$ cat src/rtl/mux_nby1_reg.sv
// ============================================================================
// mux_nby1_reg
// ----------------------------------------------------------------------------
// Purpose:
//   Parametrised N-channel, W-bit registered multiplexer. One of NCH input
//   words is selected and captured into a single output register. The output
//   register uses a valid/ready handshake with one cycle of latency, and
//   sustains one word per cycle. Along with each word, the module reports
//   which channel it came from. A sticky flag records any out-of-range select.
//
// Parameters:
//   WIDTH  bits per channel word
//   NCH    number of input channels (2..16)
//   SEL_W  select width, 2**SEL_W >= NCH
//
// Ports:
//   Clk       in   system clock, rising edge
//   Rst       in   asynchronous, active-high reset
//   I         in   channel words, channel k = I[k*WIDTH +: WIDTH]
//   S         in   channel select, sampled on load
//   InValid   in   I/S valid this cycle
//   InReady   out  combinational: !DValid | OutReady
//   DVal      out  registered selected word
//   DChan     out  channel index captured with DVal
//   DValid    out  DVal/DChan hold valid data
//   OutReady  in   consumer accepts DVal this cycle
//   ScanMode  in   (MUX_SCAN_EN only) 1 = internal counter picks the channel
//   SelErr    out  sticky: an out-of-range select was loaded
//
// Configuration:
//   MUX_SCAN_EN  When defined, adds the ScanMode port and an internal scan
//                counter that steps through the channels on each load.
// ============================================================================
module mux_nby1_reg #(
    parameter int WIDTH = 4,
    parameter int NCH   = 4,
    parameter int SEL_W = 2
) (
    input  logic                   Clk,
    input  logic                   Rst,
    input  logic [NCH*WIDTH-1:0]   I,
    input  logic [SEL_W-1:0]       S,
    input  logic                   InValid,
    output logic                   InReady,
    output logic [WIDTH-1:0]       DVal,
    output logic [SEL_W-1:0]       DChan,
    output logic                   DValid,
    input  logic                   OutReady,
`ifdef MUX_SCAN_EN
    input  logic                   ScanMode,
`endif
    output logic                   SelErr
);

    logic             load;
    logic [SEL_W-1:0] sel;
    logic [31:0]      sel_wide;
    logic             sel_bad;
    logic [WIDTH-1:0] word;

    // The output register can accept a new word when it is empty or when
    // its current word leaves this cycle. This path uses only register state
    // and OutReady, so I and S never reach InReady.
    assign InReady = !DValid || OutReady;
    assign load    = InValid && InReady;

`ifdef MUX_SCAN_EN
    logic [SEL_W-1:0] scan_cnt;

    // The scan counter steps through the channels on each load in scan
    // mode. It wraps at NCH-1, so it never produces an out-of-range select.
    // In normal mode it holds, so scanning resumes where it left off.
    always_ff @(posedge Clk or posedge Rst) begin
        if (Rst) begin
            scan_cnt <= '0;
        end else if (load && ScanMode) begin
            if (scan_cnt == SEL_W'(NCH - 1)) begin
                scan_cnt <= '0;
            end else begin
                scan_cnt <= scan_cnt + 1'b1;
            end
        end
    end

    assign sel = ScanMode ? scan_cnt : S;
`else
    assign sel = S;
`endif

    // Channel selection. An explicit compare loop is used here instead of a
    // variable part-select, so an out-of-range select never indexes past the
    // top of I. Such a select yields zero.
    always_comb begin
        word     = '0;
        sel_wide = 32'(sel);
        sel_bad  = (sel_wide >= 32'(NCH));
        for (int k = 0; k < NCH; k++) begin
            if (sel == SEL_W'(k)) begin
                word = I[k*WIDTH +: WIDTH];
            end
        end
    end

    // Output register. A load takes priority over a drain, so a simultaneous
    // drain and load replaces the word without a bubble. A drain alone only
    // clears DValid. DVal and DChan keep the last word so the consumer can
    // still inspect it afterwards.
    always_ff @(posedge Clk or posedge Rst) begin
        if (Rst) begin
            DVal   <= '0;
            DChan  <= '0;
            DValid <= 1'b0;
            SelErr <= 1'b0;
        end else if (load) begin
            DVal   <= word;
            DChan  <= sel;
            DValid <= 1'b1;
            if (sel_bad) begin
                SelErr <= 1'b1;
            end
        end else if (DValid && OutReady) begin
            DValid <= 1'b0;
        end
    end

endmodule

$ cat config.mk
export PLATFORM = sky130hd
export DESIGN_NAME = mux_nby1_reg
export DESIGN_NICKNAME = d
export VERILOG_FILES = /design/src/rtl/mux_nby1_reg.sv
export SDC_FILE = /design/constraint.sdc
export NUM_CORES = 1
export LEC_CHECK = 0
export CAP_MARGIN = 20
export CORE_AREA = 2 2 39 41
export CTS_BUF_LIST = sky130_fd_sc_hd__clkbuf_4 sky130_fd_sc_hd__clkbuf_8
export CTS_CLUSTER_SIZE = 40
export DETAILED_ROUTE_END_ITERATION = 8
export DIE_AREA = 0 0 41 43
export HOLD_SLACK_MARGIN = 0.12
export PLACE_DENSITY_LB_ADDON = 0.1
export SYNTH_ARGS = -nofsm -noshare
export SYNTH_HDL_FRONTEND = slang
export SYNTH_SLANG_ARGS = --single-unit
$ cat constraint.sdc
create_clock -name Clk -period 2.1 [get_ports Clk]
set_input_delay 0.42 -clock Clk [delete_from_list [all_inputs] [get_ports Clk]]
set_output_delay 0.42 -clock Clk [all_outputs]
set_load 0.01 [all_outputs]
==> reports/results.md, run 1 <==
| Step | Result | Reported |
|:---|:---|:---|
| placed design | Placed inst area | 667 um^2 |
| final layout | Count of fill cells added during filler insertion | 122 |
| floorplanning | Area of the core | 1380 um^2 |
| placed design | Cells after DPL | 67 |
| placed design | Routability-driven placement congestion ratio | 0.614 |
| final layout | Fin util | 50.4% |
| floorplanning | Die Width | 41 um |
| clock network | Root Driver | clkbuf_4 |
| power and ir drop | NetSw | 99.2 uW |
| floorplanning | DIE AREA | 1760 um^2 |
| clock network | Maximum clock insertion buffer count | 2 |
| clock network | Clock latency at the later pin of the worst-skew pair | 0.24 ns |
| drt | Routed vias/inst | 4.41 |
| timing | TNS Setup | 0 ns |
| hold path | Path category of the worst min-delay check | in2async |
| power and ir drop | P per Cell Area | 638 nW/um^2 |
| status | Outcome | finished, final reports clean |
| critical path | Endpoint required time on the critical path | 1.68 ns |
| grt | Congestion Overflow GR | 0 |
| yosys | Sequential element share of the synthesized area | 48.1% |
| yosys | Number of distinct library cell variants in the gate-level netlist after synthesis | 8 |
| power and ir drop | Part of the power in registers | 38.0% |
| timing | Max-slew violation count | 0 |
| drt | Iter 0 DRT Violations | 2 |
| clock network | Clock-pin transition on the worst setup and hold timing paths | 0.05 ns |
| floorplanning | Vert. Die Dim | 43 um |
| final layout | Number of nets in the finished design | 78 |
| drt | Total Wirelength | 775 um |
| yosys | Cell type with the highest aggregate area in the netlist | dfrtp_1 |
| critical path | Kind of start point of the critical path | primary input |
| clock network | Number of buffers added by the clock tree synthesis step | 3 |
| power and ir drop | Clk network pwr share | 29.4% |
| clock network | # H-tree levels | 1 |
| yosys | Number of warnings printed during yosys synthesis | 0 |
| floorplanning | Site Rows | 14 |
| floorplanning | Effective utilization at floorplan | 26.3% |
| power and ir drop | Switching Fraction | 22.3% |
| placed design | Number of buffers added on ports | 29 |
| yosys | Proportion of netlist area held by the largest area contributor | 48.1% |
| yosys | Library cell with the highest instance count after synthesis | dfrtp_1 |
| clock network | Number of buffers added to fix hold violations after cts | 0 |
| grt | Maximum number of pins on one net before global-route repair | 8 |
| drt | Antenna-violating nets left | 0 |
| final layout | Growth of design area from synthesis to finish | 91.4% |
| clock network | Clock tree from TritonCTS | built |
| yosys | Synth top area cells | dfrtp_1, mux4_2, mux2_2, nand2b_1, buf_4 |
| floorplanning | Number of placed I/O pins | 31 |
| timing | Skew final | 0.00159 ns |
| final layout | Fraction of layout instances using a drive strength above 1 | 25.5% |
| timing | # setup viols final | 0 |
| critical path | CP Data Arrival Time | 1.54 ns |
| grt | Number of antenna violations at the first check in global routing | 0 |
| power and ir drop | Peak supply drop | 0.345 mV |
| grt | Total global routing track utilization | 10.6% |
| yosys | Synth cell count leaders | dfrtp_1, mux2_2, mux4_2 |
| grt | Global-route wire length before repair | 1.19 mm |
| final layout | Final Instance Count excl. Fillers | 71 |
| final layout | Post-layout instance area | 697 um^2 |
| power and ir drop | Part of the power in combinational logic | 32.6% |
| placed design | Placed wire-length estimate after detailed placement | 712 um |
| critical path | Reg-to-reg critical path startpoint | DValid$_DFFE_PP0P_ |
| drt | Routed WL per cell | 10.9 um |
| job | Count of maximum capacitance violations | 0 |
| clock network | Total clock sinks | 7 |
| clock network | Post-CTS Setup Bufs | 0 |
| yosys | Number of instances in the synthesized netlist | 23 |
| yosys | Synthesized area | 364 um^2 |
| yosys | Leading register cell type out of synthesis | dfrtp_1 |
| drt | Number of remaining DRC errors | 0 |
| critical path | Startpoint of the most critical setup path | OutReady |
| timing | Post-route clock period utilization | 93.6% |
| clock network | Cts repair resizes | 0 |
| critical path | Worst Path Class, Setup | in2out |
| critical path | Sort of element at the end of the critical path | output pin |
| timing | Unrepaired setup endpoints after global routing | false |
| timing | Highest Clock Rate | 509 MHz |
| yosys | Number of synthesized flops with an enable pin | 0 |
| final layout | Number of antenna diodes | 0 |
| drt | Length of the first detailed-routing pass in iterations | 2 |
| timing | Time the worst path needs with I/O delays and setup | 1.96 ns |
| yosys | Flops & latches, synth | 7 |
| drt | Via count | 313 |
| power and ir drop | Internal Pwr Total | 346 uW |
| yosys | Proportion of register bits with asynchronous set or reset after synthesis | 100% |
| critical path | Worst r2r path cells | 3 |
| timing | Final hold violations | 0 |
| power and ir drop | Leakage power total | 0.280 nW |
| grt | Number of global-route vias before repair | 293 |
| yosys | Synth Area per Inst | 15.8 um^2 |
| yosys | Mapped Nets | 45 |
| critical path | Crit Path Max Fanout | 3 |
-- layout by cell type (no fill, tap or decap) --
master and n:
conb_1 1, mux2_2 6, clkbuf_4 4, inv_1 1
mux4_2 4, nand2b_1 2, clkdlybuf4s50_1 29, nand2_1 1
dfrtp_1 7
-- metal layers --
metal  up-vias  share of wire, %  GRT usage (%)
met2        24                49           15.0
met4         0               2.5           12.0
met3         2                14           1.57
met5         -                 0              0
met1       139                35           11.8
li1        148                 -              -
-- through the flow --
stage / hold WS [ns] / setup WS (ns) / power (mW)
5_1_grt: 0.435 / 0.0644 / 0.475
3_5_place_dp: 0.501 / 0.0956 / 0.319
6_report: 0.403 / 0.135 / 0.445
4_1_cts: 0.399 / 0.128 / 0.455
3_3_place_gp: 0.488 / 0.120 / 0.314
2_1_floorplan: 0.223 / 0.821 / 0.224
-- power by group through the flow --
stage               Sequential (mW)  Combinational, mW  Clock, mW
floorplan                     0.181             0.0433          0
global route                  0.171              0.157      0.147
global placement              0.170              0.145          0
CTS                           0.169              0.148      0.138
detailed placement            0.172              0.147          0
finish                        0.169              0.145      0.131
-- critical path: stages --
cell and delay (ns):
clkdlybuf4s50_1 0.44, nand2b_1 0.14, clkdlybuf4s50_1 0.55
-- state kept, by name, indices dropped and copies added (netlist names) --
signal  flops
DChan       2
DValid      1
DVal        4
-- layout make-up --
class                   count  area [um^2]  area share [%]
inverters                   1         3.75           0.539
flip-flops and latches      7          175            25.1
repair buffers             29          290            41.7
well taps                  16         20.0            2.87
clock buffers               4         30.0            4.31
multi-input cells          14          178            25.5
-- logic make-up after synthesis --
family | count (synthesis) | synth area share (%)
muxes | 10 | 43.3
DFF | 7 | 48.1
and+or+nand+nor | 3 | 4.47
buffers and inverters | 2 | 3.09
other | 1 | 1.03
-- final timing paths --
check	endpoint	slack [ns]
max	InReady	0.14
min	DValid$_DFFE_PP0P_	0.40
max reg2reg	DVal[2]$_DFFE_PP0P_	0.97
min reg2reg	DVal[1]$_DFFE_PP0P_	0.51
max in group asynchronous	DChan[0]$_DFFE_PP0P_	1.49
min in group Clk	DVal[1]$_DFFE_PP0P_	0.51
Power figures use the tool's default switching activity.
==> run 2, diff against run 1 <==
Clock period 2.1 ns to 2.25 ns, I/O delays scaled along.
==> run 2 against run 1 <==
Clock skew is essentially flat; critical path depth is the same; die area is the same; register-to-register slack gained 0.14 ns; largest cell class unchanged; largest power group unchanged; highest routed layer unchanged.
==> reports/results.md, run 2 (synthesized netlist as in run 1, its figures left out) <==
| Step | Result | Reported | Change |
|:---|:---|:---|:---|
| status | Outcome | finished, final reports clean |  |
| floorplanning | Number of placed I/O pins | 31 | unchanged |
| clock network | Clock latency at the later pin of the worst-skew pair | 0.24 ns | about the same |
| placed design | Placed inst area | 667 um^2 | unchanged |
| final layout | Final Instance Count excl. Fillers | 71 | unchanged |
| timing | Min setup slack post-route | 0.221 ns | +0.0854 ns |
| power and ir drop | NetSw | 92.2 uW | -7.0% |
| critical path | Endpoint required time on the critical path | 1.80 ns | +0.12 ns |
| timing | Post-route clock period utilization | 90.2% |  |
| clock network | Clock-pin transition on the worst setup and hold timing paths | 0.05 ns | about the same |
| critical path | Worst r2r path cells | 3 | unchanged |
| drt | Number of remaining DRC errors | 0 | unchanged |
| floorplanning | Vert. Die Dim | 43 um | unchanged |
| final layout | Number of antenna diodes | 0 | unchanged |
| drt | Antenna-violating nets left | 0 | unchanged |
| final layout | Leading cell type in the layout, fill and taps excluded | clkdlybuf4s50_1 |  |
| floorplanning | DIE AREA | 1760 um^2 | unchanged |
| grt | Number of antenna violations at the first check in global routing | 0 | unchanged |
| final layout | Count of fill cells added during filler insertion | 124 | +1.6% |
| clock network | Clock tree from TritonCTS | built |  |
| timing | # setup viols final | 0 | unchanged |
| timing | Max-slew violation count | 0 | unchanged |
| final layout | FF+latch area | 175 um^2 | unchanged |
| timing | Highest Clock Rate | 493 MHz |  |
| grt | Number of global-route vias before repair | 345 | +18% |
| placed design | Placed wire-length estimate after detailed placement | 721 um | +1.3% |
| job | Count of maximum capacitance violations | 0 | unchanged |
| final layout | Post-layout instance area | 697 um^2 | unchanged |
| drt | Total Wirelength | 808 um | +4.3% |
| timing | TNS Setup | 0 ns | unchanged |
| timing | Skew final | 0.00199 ns | +0.000403 ns |
| floorplanning | Site Rows | 14 | unchanged |
| critical path | CP Data Arrival Time | 1.58 ns | +0.04 ns |
| power and ir drop | Part of the power in registers | 38.1% | about the same |
| final layout | Largest register FFs | 4 | unchanged |
| power and ir drop | Total power | 415 uW | -6.8% |
| floorplanning | Area of the core | 1380 um^2 | unchanged |
| critical path | Ordered cell list for the critical path | clkdlybuf4s50_1, nand2b_1, clkdlybuf4s50_1 |  |
| clock network | Maximum clock insertion buffer count | 2 | unchanged |
| clock network | # H-tree levels | 1 | unchanged |
| critical path | R2r setup slk | 1.11 ns | +0.14 ns |
| grt | Maximum number of pins on one net before global-route repair | 8 | unchanged |
| critical path | Most used cell along the critical path | clkdlybuf4s50_1 |  |
| power and ir drop | Part of the power in combinational logic | 32.7% | about the same |
| timing | Time the worst path needs with I/O delays and setup | 2.03 ns |  |
| critical path | Crit path largest cell delay | 0.55 ns | about the same |
| critical path | Sort of element at the end of the critical path | output pin |  |
| final layout | Top register by number of flip-flops | DVal |  |
| power and ir drop | P per Cell Area | 595 nW/um^2 | -6.8% |
| final layout | Multi-input gate area | 178 um^2 | unchanged |
| clock network | Root Driver | clkbuf_4 |  |
| final layout | Commonest non-fill, non-tap cells in the layout | clkdlybuf4s50_1, dfrtp_1, mux2_2, mux4_2, clkbuf_4 |  |
| critical path | Largest delay contributor family on the critical path | buffers and inverters |  |
| placed design | Routability-driven placement congestion ratio | 0.604 | -1.6% |
| critical path | Kind of start point of the critical path | primary input |  |
| grt | Congestion Overflow GR | 0 | unchanged |
| critical path | Reg-to-reg critical path startpoint | DValid$_DFFE_PP0P_ |  |
| clock network | Total clock sinks | 7 | unchanged |
| drt | Routed vias/inst | 4.52 | +2.6% |
| clock network | Number of buffers added by the clock tree synthesis step | 3 | unchanged |
| timing | Hold Worst Slack | 0.435 ns | +0.0329 ns |
| critical path | Crit Reg-Reg Endpoint | DVal[1]$_DFFE_PP0P_ |  |
| power and ir drop | Clk network pwr share | 29.2% | -0.2 points |
| drt | Via count | 321 | +2.6% |
| placed design | Number of buffers added on ports | 29 | unchanged |
| critical path | Startpoint of the most critical setup path | OutReady |  |
| power and ir drop | Peak supply drop | 0.258 mV | -25% |
| placed design | Cells after DPL | 67 | unchanged |
| power and ir drop | Leakage power total | 0.280 nW | unchanged |
| drt | Routed WL per cell | 11.4 um | +4.3% |
| clock network | Cts repair resizes | 0 | unchanged |
| floorplanning | Die Width | 41 um | unchanged |
| grt | Total global routing track utilization | 12.1% | +1.5 points |
| clock network | Post-CTS Setup Bufs | 0 | unchanged |
| placed design | Pre-CTS WS | 0.216 ns | +0.120 ns |
| grt | Global-route wire length before repair | 1.39 mm | +17% |
| power and ir drop | Switching Fraction | 22.2% | -0.066 points |
| drt | Length of the first detailed-routing pass in iterations | 2 | unchanged |
| critical path | Crit-path slowest cell | clkdlybuf4s50_1 |  |
| critical path | Worst Path Class, Setup | in2out |  |
| critical path | Crit Path Max Fanout | 3 | unchanged |
| timing | Final hold violations | 0 | unchanged |
| timing | Unrepaired setup endpoints after global routing | false |  |
| final layout | Fraction of layout instances using a drive strength above 1 | 25.5% | unchanged |
| final layout | Fin util | 50.4% | unchanged |
| critical path | Sum of buffers and inverters on the critical path | 2 | unchanged |
| clock network | Number of buffers added to fix hold violations after cts | 0 | unchanged |
| drt | Iter 0 DRT Violations | 2 | unchanged |
| final layout | Registers with the highest flip-flop counts | DVal (4), DChan (2), DValid (1) |  |
| final layout | Growth of design area from synthesis to finish | 91.4% | unchanged |
| hold path | Path category of the worst min-delay check | in2async |  |
| final layout | Number of nets in the finished design | 78 | unchanged |
| power and ir drop | Internal Pwr Total | 323 uW | -6.7% |
| floorplanning | Effective utilization at floorplan | 26.3% | unchanged |
run 2: cell counts in the layout (fill, tap and decap cells not counted):
No cell type changed its count.
run 2: worst max-delay path by stage:
stage / cells after the start / to / slack, ns
global placement: 3 / DVal[2]$_DFFE_PP0P_ / 0.23
finish: 3 / InReady / 0.22
detailed placement: 3 / InReady / 0.22
CTS: 3 / InReady / 0.21
global route: 3 / InReady / 0.16
floorplan: 3 / DChan[0]$_DFFE_PP0P_ / 0.94
run 2: power groups by stage:
stage,combinational (mW),sequential [mW],clock [mW]
2_1_floorplan,0.0404,0.169,0
3_3_place_gp,0.135,0.158,0
3_5_place_dp,0.137,0.160,0
4_1_cts,0.138,0.158,0.124
5_1_grt,0.147,0.161,0.135
6_report,0.136,0.158,0.121
run 2: metal layers:
layer / vias to the layer above / wire length [um] / GRT usage, %
met1: 146 / 292 / 14.2
met3: 2 / 92 / 3.14
met2: 24 / 404 / 17.5
met4: 0 / 19 / 10.0
li1: 149 / - / -
met5: - / 0 / 0
run 2: area by class of cell:
| type | instances | area share (%) |
|---|---|---|
| Timing Repair Buffer | 29 | 41.7 |
| Multi-Input combinational cell | 14 | 25.5 |
| Sequential cell | 7 | 25.1 |
| Clock buffer | 4 | 4.31 |
| Tap cell | 16 | 2.87 |
| Inverter | 1 | 0.539 |
==> RTL edit, RTL diff (config.mk and constraints of run 1) <==
Set the parameter `WIDTH` to 5 (it was 4).
--- a/src/rtl/mux_nby1_reg.sv
+++ b/src/rtl/mux_nby1_reg.sv
@@ -34,3 +34,3 @@
 module mux_nby1_reg #(
-    parameter int WIDTH = 4,
+    parameter int WIDTH = 5,
     parameter int NCH   = 4,
Ports: changed (resized DVal and I); port bits go from 31 to 36. No check against the original RTL was run, so the function may have changed too.
==> RTL edit against run 1 <==
Synthesized cell count grew 17%; routed wire length grew 23%; largest power group unchanged; worst hold slack gained 0.018 ns; final area grew 17%; highest routed layer is now met3; synthesized area grew 19%; core utilization grew 8.4 points; sequential cell count grew 1; critical path type unchanged; fmax grew 0.47%; power grew 7.6%; setup slack gained 0.0092 ns.
==> RTL edit: results (changes against run 1) <==
metric;value;unit;change
dp_hpwl;858;um;was 712 um
place_congestion;0.566;;was 0.614
numPortBuffers;34;;was 29
drt-initial-drc-count;0;;was 2
grtUsageMet1;16.8;%;was 11.8%
max-vdd-ir-drop;312;uV;was 345 uV
dr.pass1.iters;1;;was 2
dpl.cell_count;77;;was 67
wl;956;um;was 775 um
wire_per_inst;12.0;um;was 10.9 um
grt_max_degree;9;;was 8
drt-met1-wl;347;um;was 271 um
rrSetupSlack;0.93;ns;was 0.97 ns
yosys.cell_types.count;9;;was 8
use_met3;6.28;%;was 1.57%
grt_first_pass_wirelength;1620;um;was 1190 um
first_global_vias;374;;was 293
grtUsageTotal;14.4;%;was 10.6%
met2_usage;21.3;%;was 15.0%
synthTopCellsByCount;dfrtp_1 (8), mux2_2 (7), mux4_2 (5);;was dfrtp_1 (7), mux2_2 (6), mux4_2 (4)
nNetsFinal;92;;was 78
status;finished, final reports clean;;unchanged
drive_above_1_share;26.6;%;was 25.5%
place_area;791;um^2;was 667 um^2
top_layer;met3;;was met4
syn_inst;27;;was 23
reg.largest.list;DVal x5, DChan x2, DValid x1;;was DVal x4, DChan x2, DValid x1
whs;0.420;ns;was 0.403 ns
clock_skew;0.00388;ns;was 0.00159 ns
vias;380;;was 313
seq_area_frac_synth;46.1;%;was 48.1%
worst_r2r_endpoint;DVal[3];;was DVal[2]
## RTL edit: changes by cell type after synthesis, sizes merged
cell / run 1 / this run
buf: 1 / 2
dfrtp: 7 / 8
mux2: 6 / 7
mux4: 4 / 5
## RTL edit: cell families after synthesis
group | count (synthesis) | share of synthesized area [%]
buffers and inverters | 3 | 5.19
flip-flops | 8 | 46.1
multiplexers | 12 | 44.1
other | 1 | 0.864
AND/OR/NAND/NOR | 3 | 3.75
## RTL edit: report_power, final
part / total, W / leakage (nW) / switching (W) / internal [W]
clock network: 0.000111 / 0.0138 / 0.0000460 / 0.0000650
logic: 0.000175 / 0.220 / 0.0000504 / 0.000124
registers: 0.000193 / 0.0926 / 0.0000124 / 0.000181
total: 0.000479 / 0.327 / 0.000109 / 0.000370
## RTL edit: final cells by class
cell class,instances,area (um^2),share of cell area [%]
clock buffer,3,22.5,2.77
multi-input combinational,16,211,26.0
tap,16,20.0,2.46
timing repair buffer,36,355,43.7
inverter,1,3.75,0.462
sequential,8,200,24.6
